`src/rtl/instr_prefetch_buf_pkg.sv`:
```
// instr_prefetch_pkg: shared types and constants for the instruction prefetch buffer
package instr_prefetch_pkg;
  localparam int RAM_RD_LATENCY = 1;
  localparam int DATA_W = 32;
  typedef enum logic [1:0] {IDLE, BUSY, DISCARD} state_e;
endpackage

```
`src/rtl/instr_prefetch_buf_if.sv`:
```
// instr_prefetch_buf_if: core fetch channels and RAM read port of the prefetch buffer
interface instr_prefetch_buf_if #(parameter int ADDR_WIDTH = 17);
  import instr_prefetch_pkg::*;
  logic req_i;
  logic [ADDR_WIDTH-1:0] addr_i;
  logic gnt_o;
  logic rvalid_o;
  logic [DATA_W-1:0] rdata_o;
  logic rready_i;
  logic flush_i;
  logic ram_en_o;
  logic [ADDR_WIDTH-1:0] ram_addr_o;
  logic [DATA_W-1:0] ram_rdata_i;
  logic ram_we_o;
  logic [3:0] ram_be_o;
  modport slave (
    input req_i, addr_i, rready_i, flush_i, ram_rdata_i,
    output gnt_o, rvalid_o, rdata_o, ram_en_o, ram_addr_o, ram_we_o, ram_be_o
  );
  modport master (
    output req_i, addr_i, rready_i, flush_i, ram_rdata_i,
    input gnt_o, rvalid_o, rdata_o, ram_en_o, ram_addr_o, ram_we_o, ram_be_o
  );
endinterface

```
`src/rtl/instr_prefetch_buf_fifo.sv`:
```
// prefetch_fifo: response word FIFO with clear; full/empty come from the occupancy count
module prefetch_fifo #(
  parameter int DEPTH = 4,
  parameter int DATA_W = 32,
  localparam int PW = $clog2(DEPTH),
  localparam int CW = PW + 1
) (
  input  logic              clk,
  input  logic              rst,
  input  logic              clr_i,
  input  logic              push_i,
  input  logic              pop_i,
  input  logic [DATA_W-1:0] wdata_i,
  output logic [DATA_W-1:0] rdata_o,
  output logic              empty_o,
  output logic              full_o,
  output logic [CW-1:0]     cnt_o
);
  logic [DATA_W-1:0] mem_q [DEPTH];
  logic [PW-1:0] wptr_q, wptr_d, rptr_q, rptr_d;
  logic [CW-1:0] cnt_q, cnt_d;
  always_comb begin
    wptr_d = clr_i ? '0 : wptr_q + PW'(push_i);
    rptr_d = clr_i ? '0 : rptr_q + PW'(pop_i);
    cnt_d  = clr_i ? '0 : cnt_q + CW'(push_i) - CW'(pop_i);
  end
  always_ff @(posedge clk or posedge rst) begin
    if (rst) begin
      wptr_q <= '0;
      rptr_q <= '0;
      cnt_q  <= '0;
    end else begin
      wptr_q <= wptr_d;
      rptr_q <= rptr_d;
      cnt_q  <= cnt_d;
    end
  end
  always_ff @(posedge clk) begin
    if (push_i && !clr_i) mem_q[wptr_q] <= wdata_i;
  end
  assign rdata_o = mem_q[rptr_q];
  assign empty_o = cnt_q == '0;
  assign full_o  = cnt_q == CW'(DEPTH);
  assign cnt_o   = cnt_q;
endmodule

```
`src/rtl/instr_prefetch_buf.sv`:
```
// instr_prefetch_buf: credit-limited fetch bridge to the 1-cycle instruction RAM/ROM with a response FIFO
// Optional INSTR_PREFETCH_BYPASS_EN forwards the returning word straight to the core when the FIFO is empty.
module instr_prefetch_buf
  import instr_prefetch_pkg::*;
#(
  parameter int ADDR_WIDTH = 17,
  parameter int DEPTH = 4,
  parameter int CNT_W = $clog2(DEPTH) + 1
) (
  input logic clk,
  input logic rst,
  instr_prefetch_buf_if.slave bus
);
  state_e state_q, state_d;
  logic gnt, push, pop, byp, inflight, empty, full;
  logic [DATA_W-1:0] head;
  logic [CNT_W-1:0] cnt;
  assign inflight = state_q != IDLE;
  // Credit counts the outstanding read so a returning word always has a slot.
  assign gnt = bus.req_i & ~bus.flush_i & ~rst & ((cnt + CNT_W'(inflight)) < CNT_W'(DEPTH));
`ifdef INSTR_PREFETCH_BYPASS_EN
  assign byp = (state_q == BUSY) & empty & bus.rready_i & ~bus.flush_i;
`else
  assign byp = 1'b0;
`endif
  assign pop  = ~empty & bus.rready_i;
  assign push = (state_q == BUSY) & ~bus.flush_i & ~byp & (~full | pop);
  prefetch_fifo #(.DEPTH(DEPTH), .DATA_W(DATA_W)) u_fifo (
    .clk     (clk),
    .rst     (rst),
    .clr_i   (bus.flush_i),
    .push_i  (push),
    .pop_i   (pop),
    .wdata_i (bus.ram_rdata_i),
    .rdata_o (head),
    .empty_o (empty),
    .full_o  (full),
    .cnt_o   (cnt)
  );
  always_comb begin
    state_d = state_q;
    state_d = (state_q == BUSY && bus.flush_i) ? DISCARD : gnt ? BUSY : IDLE;
  end
  always_ff @(posedge clk or posedge rst) begin
    if (rst) state_q <= IDLE;
    else     state_q <= state_d;
  end
  assign bus.gnt_o      = gnt;
  assign bus.ram_en_o   = gnt;
  assign bus.ram_addr_o = gnt ? bus.addr_i : ADDR_WIDTH'(0);
  assign bus.ram_we_o   = 1'b0;
  assign bus.ram_be_o   = 4'hF;
  assign bus.rvalid_o   = ~empty | byp;
  assign bus.rdata_o    = ~empty ? head : byp ? bus.ram_rdata_i : '0;
endmodule
```
`src/flat_wrapper.sv`:
```
// flat-port wrapper written by rule: the top's interface ports become plain ports
module instr_prefetch_buf_flat import instr_prefetch_pkg::*;
#(
  parameter int ADDR_WIDTH = 17,
  parameter int DEPTH = 4,
  parameter int CNT_W = $clog2(DEPTH) + 1
)
  (clk, rst, bus_req_i, bus_addr_i, bus_rready_i, bus_flush_i, bus_ram_rdata_i, bus_gnt_o, bus_rvalid_o, bus_rdata_o, bus_ram_en_o, bus_ram_addr_o, bus_ram_we_o, bus_ram_be_o);
  instr_prefetch_buf_if #(.ADDR_WIDTH(ADDR_WIDTH)) bus_i ();
  input logic clk;
  input logic rst;
  input wire logic [$bits(bus_i.req_i)-1:0] bus_req_i;
  input wire logic [$bits(bus_i.addr_i)-1:0] bus_addr_i;
  input wire logic [$bits(bus_i.rready_i)-1:0] bus_rready_i;
  input wire logic [$bits(bus_i.flush_i)-1:0] bus_flush_i;
  input wire logic [$bits(bus_i.ram_rdata_i)-1:0] bus_ram_rdata_i;
  output wire logic [$bits(bus_i.gnt_o)-1:0] bus_gnt_o;
  output wire logic [$bits(bus_i.rvalid_o)-1:0] bus_rvalid_o;
  output wire logic [$bits(bus_i.rdata_o)-1:0] bus_rdata_o;
  output wire logic [$bits(bus_i.ram_en_o)-1:0] bus_ram_en_o;
  output wire logic [$bits(bus_i.ram_addr_o)-1:0] bus_ram_addr_o;
  output wire logic [$bits(bus_i.ram_we_o)-1:0] bus_ram_we_o;
  output wire logic [$bits(bus_i.ram_be_o)-1:0] bus_ram_be_o;
  assign bus_i.req_i = bus_req_i;
  assign bus_i.addr_i = bus_addr_i;
  assign bus_i.rready_i = bus_rready_i;
  assign bus_i.flush_i = bus_flush_i;
  assign bus_i.ram_rdata_i = bus_ram_rdata_i;
  assign bus_gnt_o = bus_i.gnt_o;
  assign bus_rvalid_o = bus_i.rvalid_o;
  assign bus_rdata_o = bus_i.rdata_o;
  assign bus_ram_en_o = bus_i.ram_en_o;
  assign bus_ram_addr_o = bus_i.ram_addr_o;
  assign bus_ram_we_o = bus_i.ram_we_o;
  assign bus_ram_be_o = bus_i.ram_be_o;
  instr_prefetch_buf #(.ADDR_WIDTH(ADDR_WIDTH), .DEPTH(DEPTH), .CNT_W(CNT_W)) u_core (.clk(clk), .rst(rst), .bus(bus_i));
endmodule
```
`config.mk`:
```
export PLATFORM = sky130hd
export DESIGN_NAME = instr_prefetch_buf_flat
export DESIGN_NICKNAME = d
export VERILOG_FILES = /design/src/rtl/instr_prefetch_buf_pkg.sv /design/src/rtl/instr_prefetch_buf_if.sv /design/src/rtl/instr_prefetch_buf_fifo.sv /design/src/rtl/instr_prefetch_buf.sv /design/src/flat_wrapper.sv
export SDC_FILE = /design/constraint.sdc
export NUM_CORES = 1
export LEC_CHECK = 0
export CORE_MARGIN = 3
export CORE_UTILIZATION = 57
export CTS_BUF_LIST = sky130_fd_sc_hd__clkbuf_4
export CTS_CLUSTER_SIZE = 40
export DETAILED_ROUTE_END_ITERATION = 10
export PLACE_DENSITY_LB_ADDON = 0.2
export SLEW_MARGIN = 0
export SYNTH_ARGS = -nofsm -noshare
export SYNTH_HDL_FRONTEND = slang
export SYNTH_SLANG_ARGS = --single-unit
```
`constraint.sdc`:
```
create_clock -name clk -period 8.4 [get_ports clk]
set_input_delay 1.68 -clock clk [delete_from_list [all_inputs] [get_ports clk]]
set_output_delay 1.68 -clock clk [all_outputs]
set_load 0.02 [all_outputs]
```
==> results.toml, run 1 <==
[timing]
skew_ns = 0.0159
finalMaxSlewViolations = 0
relSlewSlack = 0.432
worstMarginPinSlew_ns = 0.851
period_share = 0.652
finalSetupTns_ns = 0
fmax_mhz = 183
finalCriticalPeriod_ns = 5.47
finalSetupViolations = 0
rsz0062_at_grt = "no"
finalHoldViolCount = 0

[clock_tree]
cts_resized = 0
insertion_delay_ns = 0.51
clockBufferDepth = 2
cts_setup_buffers = 0
cts.clk_slew.worst_paths_ns = 0.12
clock-sinks = 137
cts-root-buf = "clkbuf_4"
cts_tree = "yes"
cts_buffers = 17
htree_levels = 4
hold_buffers = 0

[cells_and_area]
drive_above_1_share = 0.221
area_delta_synth_final_pct = 25.1
layout.nets = 448
utilization = 0.743
design_area_um2 = 6970
diodes = 0

[pwr]
powerDensity_nw_per_um2 = 262
power.switching_uw = 604
pwr-share-comb = 0.352
power.share.switching = 0.331
power.clock.fraction = 0.213
p_leak_uw = 0.00229
pwr-share-seq = 0.436
p_int_uw = 1220
ir_worst_vdd_uv = 195

[global_routing]
antenna_found_initial = 0
track_usage = 0.191
grt_overflow = 0
grt_pass1_vias = 3021
grt_first_pass_wirelength_um = 15700
grt_max_degree = 35

[min_path]
worstHoldPathType = "flop to flop"
min_path_cells = 2

[routing]
wl_um = 9670
initialDrtViolationCount = 124
antenna_left = 0
drc_errors = 0
viasPerCell = 5.30
first_pass_iters = 4
wire_per_inst_um = 18.2
dr_total_vias = 2814

[floorplanning]
io_pins = 111
dieWidth_um = 105
core_um2 = 9370
row_count = 35
initial_core_util = 0.594
die_area_um2 = 11000
fp.dieH_um = 105

[critical_path]
critical_path_arrival_ns = 3.79
crit_family = "buffers and inverters"
cp.depth = 5
cp_max_fo = 19
crit_path_end_kind = "output port"
cp_num_buf_inv = 2
slowest_delay_ns = 0.63
start_kind = "primary input"
crit_type = "primary input to output port"
worstPathRequired_ns = 6.72
cp_cell_sequence = "clkdlybuf4s50_1, nor4b_2, mux2_4, and2_1, clkdlybuf4s50_1"
worstRegToRegCells = 10
slowest_stage = "clkdlybuf4s50_1"
crit_path_frequent_cell = "clkdlybuf4s50_1"

[yosys]
synth_seq_cells = 137
yosysSeqAreaShare = 0.731
synth.distinct_cells = 30
netlist.area_leader.share = 0.690
synth_largest_area_cell = "edfxtp_1"
synthesis.area_um2 = 5570
syn_avg_cell_area_um2 = 20.2
synth_warnings = 0
netlist_instances = 276
synth_area_leaders = "edfxtp_1 (69%), mux4_2 (13%), dfrtp_1 (4.0%)"

[placed_design]
dp_hpwl_um = 5870
gp_congestion = 0.725
portBuffers = 105
placed_area_um2 = 6710

[run_status]
status = "complete, no violations"

[flow_run]
maxCapViolCount = 0
registers in the layout, summed over array words and instances, names as in the netlist:
signal	cells
u_core.state_q	2
u_core.u_fifo.cnt_o	3
u_core.u_fifo.mem_q	128
u_core.u_fifo.rptr_q	2
u_core.u_fifo.wptr_q	2
worst min-delay path: stages, from the launching register on:
cell and delay (ns):
dfrtp_1 0.36, nand2b_1 0.14, nor2_1 0.05
per-stage QoR:
step	setup slack [ns]	power, uW	hold slack (ns)	instances
2_1_floorplan	3.42	1200	0.510	279
3_3_place_gp	2.99	1460	0.539	499
3_5_place_dp	2.92	1470	0.548	499
4_1_cts	2.91	1860	0.570	531
5_1_grt	2.79	1920	0.634	531
6_report	2.93	1830	0.571	531
power by group through the flow:
stage               sequential (uW)  combinational [uW]  clock (uW)
floorplan                       788                 410           0
global placement                811                 647           0
detailed placement              813                 654           0
CTS                             797                 657         401
global route                    801                 688         433
finish                          796                 642         389
path summary, 6_finish.rpt:
path | startpoint | end | slack (ns)
setup / recovery | bus_flush_i | bus_ram_addr_o[1] | 2.93
hold / removal | u_core.state_q[1] | u_core.state_q[1] | 0.57
setup reg to reg | u_core.u_fifo.cnt_o[1] | u_core.u_fifo.cnt_o[2] | 5.90
hold reg to reg | u_core.state_q[1] | u_core.state_q[1] | 0.57
max in group asynchronous | rst | u_core.u_fifo.rptr_q[0] | 6.60
min in group asynchronous | rst | u_core.u_fifo.cnt_o[0] | 1.52
metal layers:
| metal | track usage | vias to the layer above | part of all wire |
|---|---|---|---|
| met5 | 0 | - | 0 |
| met4 | 0.0450 | 0 | 0.0078 |
| met3 | 0.0710 | 5 | 0.067 |
| met2 | 0.320 | 98 | 0.50 |
| met1 | 0.239 | 1422 | 0.43 |
| li1 | - | 1289 | - |
synth_stat cells (all sizes together):
cell type	n
and2	17
and3	1
and4bb	1
buf	15
clkbuf	4
conb	2
dfrtp	9
edfxtp	128
fa	1
ha	4
inv	6
mux2	2
mux4	32
nand2b	1
nor2	5
nor2b	36
nor3	3
nor3b	2
nor4b	2
o211ai	1
xnor2	3
xor2	1
cells by family (layout without fill, tap and decap cells):
kind of cell,count (synthesis),count (layout),share of synthesized area
buf+inv,25,148,0.0303
mux,34,34,0.134
compound gates,1,1,0.00135
other cells,2,5,0.00135
xor+xnor,4,4,0.00629
fa+ha+maj,5,5,0.0126
simple gates,68,68,0.0829
flops,137,137,0.731
cells in the final DEF, fill, tap and decap left out, types with 2 or more instances in the layout:
cell type / n
nor2b_1: 36
clkdlybuf4s50_1: 105
dfrtp_2: 2
nor2_1: 5
nor3_2: 2
buf_4: 5
nor3b_2: 2
inv_8: 5
ha_1: 4
edfxtp_1: 128
inv_1: 4
clkinv_1: 2
inv_6: 5
dfrtp_1: 7
and2_4: 9
xnor2_1: 3
mux4_2: 32
conb_1: 5
clkinvlp_4: 2
inv_2: 2
and2_1: 8
clkbuf_4: 17
final cells by class:
| class | instances | area (um2) |
|---|---|---|
| fillers | 585 | 2410 |
| repair buffers | 110 | 1090 |
| well taps | 129 | 161 |
| inverters | 6 | 22.5 |
| clock buffers | 17 | 128 |
| clock inverters | 15 | 131 |
| multi-input cells | 117 | 1360 |
| flip-flops and latches | 137 | 4070 |
Power figures use the tool's default switching activity.
==> run 2: changes to the inputs <==
- CORE_UTILIZATION: 57 -> 53
- clock period: 8.4 -> 5.35 ns (I/O delays scaled with it)
==> run 2 against run 1 <==
Critical path type unchanged. Cell area rose by 0.47%. Count of clock-buffer cells in the layout rose by 3. Cell count rose by 1.1%. First-iteration DRC count rose by 1.6%. Clock power rose by 59%. Die area rose by 7.1%. Flip-flop and latch count did not move. Critical path depth did not move.
==> results.toml, run 2 (synthesis gave the netlist of run 1 again) <==
[timing]
relSlewSlack = 0.287
period_share = 0.798
finalMaxSlewViolations = 0
finalSetupTns_ns = 0
fmax_mhz = 234
rsz0062_at_grt = "no"
finalHoldViolCount = 0
skew_ns = 0.0105
finalSetupViolations = 0
finalCriticalPeriod_ns = 4.27
worstMarginPinSlew_ns = 1.06

[routing]
dr_total_vias = 2854
wl_um = 9920
viasPerCell = 5.31
wire_per_inst_um = 18.5
antenna_left = 0
initialDrtViolationCount = 126
first_pass_iters = 4
drc_errors = 0

[clock_tree]
cts-root-buf = "clkbuf_4"
cts_resized = 0
clockBufferDepth = 2
clock-sinks = 137
insertion_delay_ns = 0.50
cts_buffers = 17
cts_setup_buffers = 0
cts_tree = "yes"
hold_buffers = 0
cts.clk_slew.worst_paths_ns = 0.10
htree_levels = 4

[cells_and_area]
diodes = 0
layout_commonest_cell = "edfxtp_1"
utilization = 0.700
layout.nets = 450
area_delta_synth_final_pct = 25.7
regMostFlops = "u_core.u_fifo.mem_q"
nFillCells = 682
drive_above_1_share = 0.218
final_cell_mix = "edfxtp_1 (128), clkdlybuf4s50_1 (105), nor2b_1 (36)"
largest_register_ffs = 128

[floorplanning]
die_area_um2 = 11800
fp.dieH_um = 108
io_pins = 111
initial_core_util = 0.557
row_count = 36
dieWidth_um = 108
core_um2 = 10000

[placed_design]
gp_congestion = 0.737
dp_hpwl_um = 6280
portBuffers = 105

[global_routing]
track_usage = 0.187
grt_first_pass_wirelength_um = 15700
grt_overflow = 0
grt_max_degree = 34
grt_pass1_vias = 3095
antenna_found_initial = 0

[min_path]
hold_path.startpoint = "u_core.state_q[0]"
worstHoldPathType = "flop to flop"

[pwr]
ir_worst_vdd_uv = 196
p_leak_uw = 0.00230
powerDensity_nw_per_um2 = 411

[critical_path]
reg2reg_from = "u_core.u_fifo.cnt_o[1]"
cp_max_fo = 19
start_kind = "primary input"
crit_start = "bus_flush_i"
crit_type = "primary input to output port"
crit_path_end_kind = "output port"
critical_path_arrival_ns = 3.20
worstPathRequired_ns = 4.28

[flow_run]
maxCapViolCount = 0

[run_status]
status = "complete, no violations"
==> run 2: cell types whose count changed in the layout (fill, tap and decap cells not counted), moves of 2 or more <==
cell / previous run / this run
inv_6: 5 / 0
inv_8: 5 / 0
clkbuf_4: 17 / 20
clkinv_1: 2 / 5
clkinv_2: 0 / 3
bufinv_16: 0 / 2
==> run 2: power breakdown <==
part | total, uW | leakage, uW | switching [uW] | internal, uW
combinational | 984 | 0.000891 | 461 | 524
sequential | 1280 | 0.00127 | 81.7 | 1190
clock | 618 | 0.000140 | 335 | 283
total | 2880 | 0.00230 | 878 | 2000
==> run 2: through the flow <==
step / area, um2 / power, uW / cells / hold WS [ns] / setup slack (ns)
after floorplan: 5580 / 1880 / 279 / 0.510 / 0.977
after global placement: 6740 / 2290 / 505 / 0.536 / 1.14
after detailed placement: 6740 / 2300 / 505 / 0.553 / 1.08
after CTS: 7000 / 2930 / 537 / 0.576 / 1.07
after global routing: 7000 / 3030 / 537 / 0.602 / 0.939
final: 7000 / 2880 / 537 / 0.572 / 1.08
==> run 2: worst paths after layout <==
check | to | cells past startpoint | slack [ns]
hold / removal | u_core.state_q[1] | 2 | 0.57
max in group asynchronous | u_core.u_fifo.rptr_q[0] | 2 | 4.20
min in group asynchronous | u_core.u_fifo.cnt_o[0] | 2 | 0.89
setup reg to reg | u_core.u_fifo.cnt_o[2] | 9 | 2.64
setup / recovery | bus_ram_addr_o[4] | 5 | 1.08
hold reg to reg | u_core.state_q[1] | 2 | 0.57
==> run 2: critical path, cell delays in order <==
cell	delay, ns
clkdlybuf4s50_1	0.64
nor4b_2	0.40
mux2_4	0.32
and2_1	0.16
clkdlybuf4s50_1	0.60
==> run 2: layout make-up <==
| cell class | count | area [um2] | share of cell area |
|---|---|---|---|
| clock buffers | 20 | 150 | 0.0215 |
| clock inverters | 12 | 109 | 0.0156 |
| inverters | 6 | 22.5 | 0.00322 |
| multi-input cells | 117 | 1360 | 0.195 |
| flip-flops and latches | 137 | 4070 | 0.582 |
| well taps | 133 | 166 | 0.0238 |
| repair buffers | 112 | 1120 | 0.159 |
==> run 2: layer usage <==
| layer | GRT usage | part of all wire |
|---|---|---|
| met2 | 0.325 | 0.53 |
| met3 | 0.0645 | 0.082 |
| met1 | 0.211 | 0.38 |
| met5 | 0 | 0 |
| met4 | 0.0730 | 0.0079 |
==> run 3: changes to the inputs <==
- CORE_UTILIZATION: 53 -> 48
- clock period: 5.35 -> 3.6 ns (I/O delays scaled with it)
==> run 3 against run 2 <==
Setup slack worse by 0.78 ns. Clock power up 67%. Register-to-register slack worse by 1.4 ns. Clock skew grew 0.0085 ns. Flip-flop and latch count is the same. Cell area is 2.0% higher. Sequential power rose by 44%. Non-clock buffer count grew 9. Routed wire length rose by 0.60%. Utilization shrank 5.6 points. Count of clock-buffer cells in the layout is 3 lower. Highest routed layer unchanged.
==> results.toml, run 3 (synthesis gave the netlist of run 1 again) <==
[cells_and_area]
nFillCells = 799
multi_input_area_um2 = 1380
diodes = 0
layout.nets = 459
final_cell_mix = "edfxtp_1 (128), clkdlybuf4s50_1 (105), nor2b_1 (36)"
area_delta_synth_final_pct = 28.2
regMostFlops = "u_core.u_fifo.mem_q"
drive_above_1_share = 0.245
layout_commonest_cell = "edfxtp_1"
regArea_um2 = 4070
design_area_um2 = 7140
largest_register_ffs = 128

[critical_path]
slowest_delay_ns = 0.61
cp_cell_sequence = "clkdlybuf4s50_1, nor4b_2, mux2_4, and2_1, clkdlybuf4s50_1"
cp_num_buf_inv = 2
crit_family = "buffers and inverters"
crit_type = "primary input to output port"
cp_max_fo = 19
start_kind = "primary input"
worstPathRequired_ns = 2.88
crit_path_end_kind = "output port"
critical_path_arrival_ns = 2.58
slowest_stage = "clkdlybuf4s50_1"
crit_path_frequent_cell = "clkdlybuf4s50_1"

[global_routing]
antenna_found_initial = 0
track_usage = 0.164
grt_first_pass_wirelength_um = 15900
grt_pass1_vias = 3057
grt_overflow = 0
grt_max_degree = 26

[timing]
skew_ns = 0.0190
finalSetupViolations = 0
finalSetupTns_ns = 0
rsz0062_at_grt = "no"
period_share = 0.917
finalCriticalPeriod_ns = 3.30
fmax_mhz = 303
finalMaxSlewViolations = 0
finalHoldViolCount = 0

[pwr]
p_leak_uw = 0.00236
powerDensity_nw_per_um2 = 623
ir_worst_vdd_uv = 392

[placed_design]
portBuffers = 105
dp_hpwl_um = 6510
placed_area_um2 = 6830
gp_congestion = 0.734

[routing]
wl_um = 9980
wl_met2_um = 4970
first_pass_iters = 4
antenna_left = 0
viasPerCell = 5.16
initialDrtViolationCount = 94
wl_met1_um = 4260
topRoutingLayerUsed = "met4"
wire_per_inst_um = 18.1
dr_total_vias = 2851
wl_met3_um = 647
drc_errors = 0

[clock_tree]
insertion_delay_ns = 0.50
cts.clk_slew.worst_paths_ns = 0.12
clock-sinks = 137
cts_setup_buffers = 0
cts_resized = 0
cts_buffers = 17
htree_levels = 4
cts_tree = "yes"
clockBufferDepth = 2
cts-root-buf = "clkbuf_4"
hold_buffers = 0

[flow_run]
maxCapViolCount = 0

[min_path]
worstHoldPathType = "primary input to async pin"

[floorplanning]
dieWidth_um = 114
row_count = 38
io_pins = 111
die_area_um2 = 12900
core_um2 = 11100
fp.dieH_um = 114
initial_core_util = 0.502

[run_status]
status = "complete, no violations"
-- run 3: cell count changes in the layout (fill, tap and decap cells not counted) --
cell and change:
nor3_4 +1, inv_6 +2, nor3b_4 +2, clkinv_1 -4, bufinv_16 +1, nor3_2 -1
clkinv_4 +3, buf_4 +9, clkbuf_4 -3, clkinvlp_4 +1, nor3b_2 -2
-- run 3: area by class of cell --
type / count / share of cell area
clock inverter: 15 / 0.0245
tap: 140 / 0.0245
inverter: 6 / 0.00316
sequential: 137 / 0.570
clock buffer: 17 / 0.0179
multi-input combinational: 117 / 0.194
timing repair buffer: 121 / 0.166
-- run 3: power breakdown --
part           total, uW  internal (uW)  switching (uW)
clock network       1030            483             546
logic               1580            815             763
registers           1840           1780            62.6
-- run 3: stage by stage --
stage	hold slack, ns	util	worst slack (ns)	total power [uW]	cells
floorplan	0.510	-	0.686	2800	279
global placement	0.545	0.617	0.344	3470	521
detailed placement	0.562	0.617	0.298	3480	521
CTS	0.530	0.644	0.254	4510	553
global route	0.518	0.644	0.153	4680	553
finish	0.554	0.644	0.298	4450	553
-- run 3: path summary, 6_finish.rpt --
path / startpoint / to / slack (ns) / cells after the start
min reg2reg: u_core.state_q[0] / u_core.state_q[1] / 0.57 / 2
min in group clk: u_core.state_q[0] / u_core.state_q[1] / 0.57 / 2
max reg2reg: u_core.u_fifo.cnt_o[1] / u_core.u_fifo.cnt_o[2] / 1.28 / 10
min: rst / u_core.u_fifo.wptr_q[0] / 0.55 / 2
max in group asynchronous: rst / u_core.u_fifo.rptr_q[1] / 2.76 / 2
max: bus_flush_i / bus_ram_addr_o[4] / 0.30 / 5
-- run 3: per-layer routing --
layer / vias up / global-route usage
met4: 0 / 0.0537
met1: 1438 / 0.213
met2: 94 / 0.266
li1: 1308 / -
met5: - / 0
met3: 11 / 0.0531
-- run 3: worst reg2reg max path: stages, from the launching register on --
cell	delay [ns]
dfrtp_1	0.49
nor4b_1	0.37
nor3_2	0.11
inv_2	0.16
ha_1	0.25
inv_1	0.05
ha_1	0.12
inv_1	0.05
fa_1	0.37
xnor2_1	0.18
nor2_1	0.06
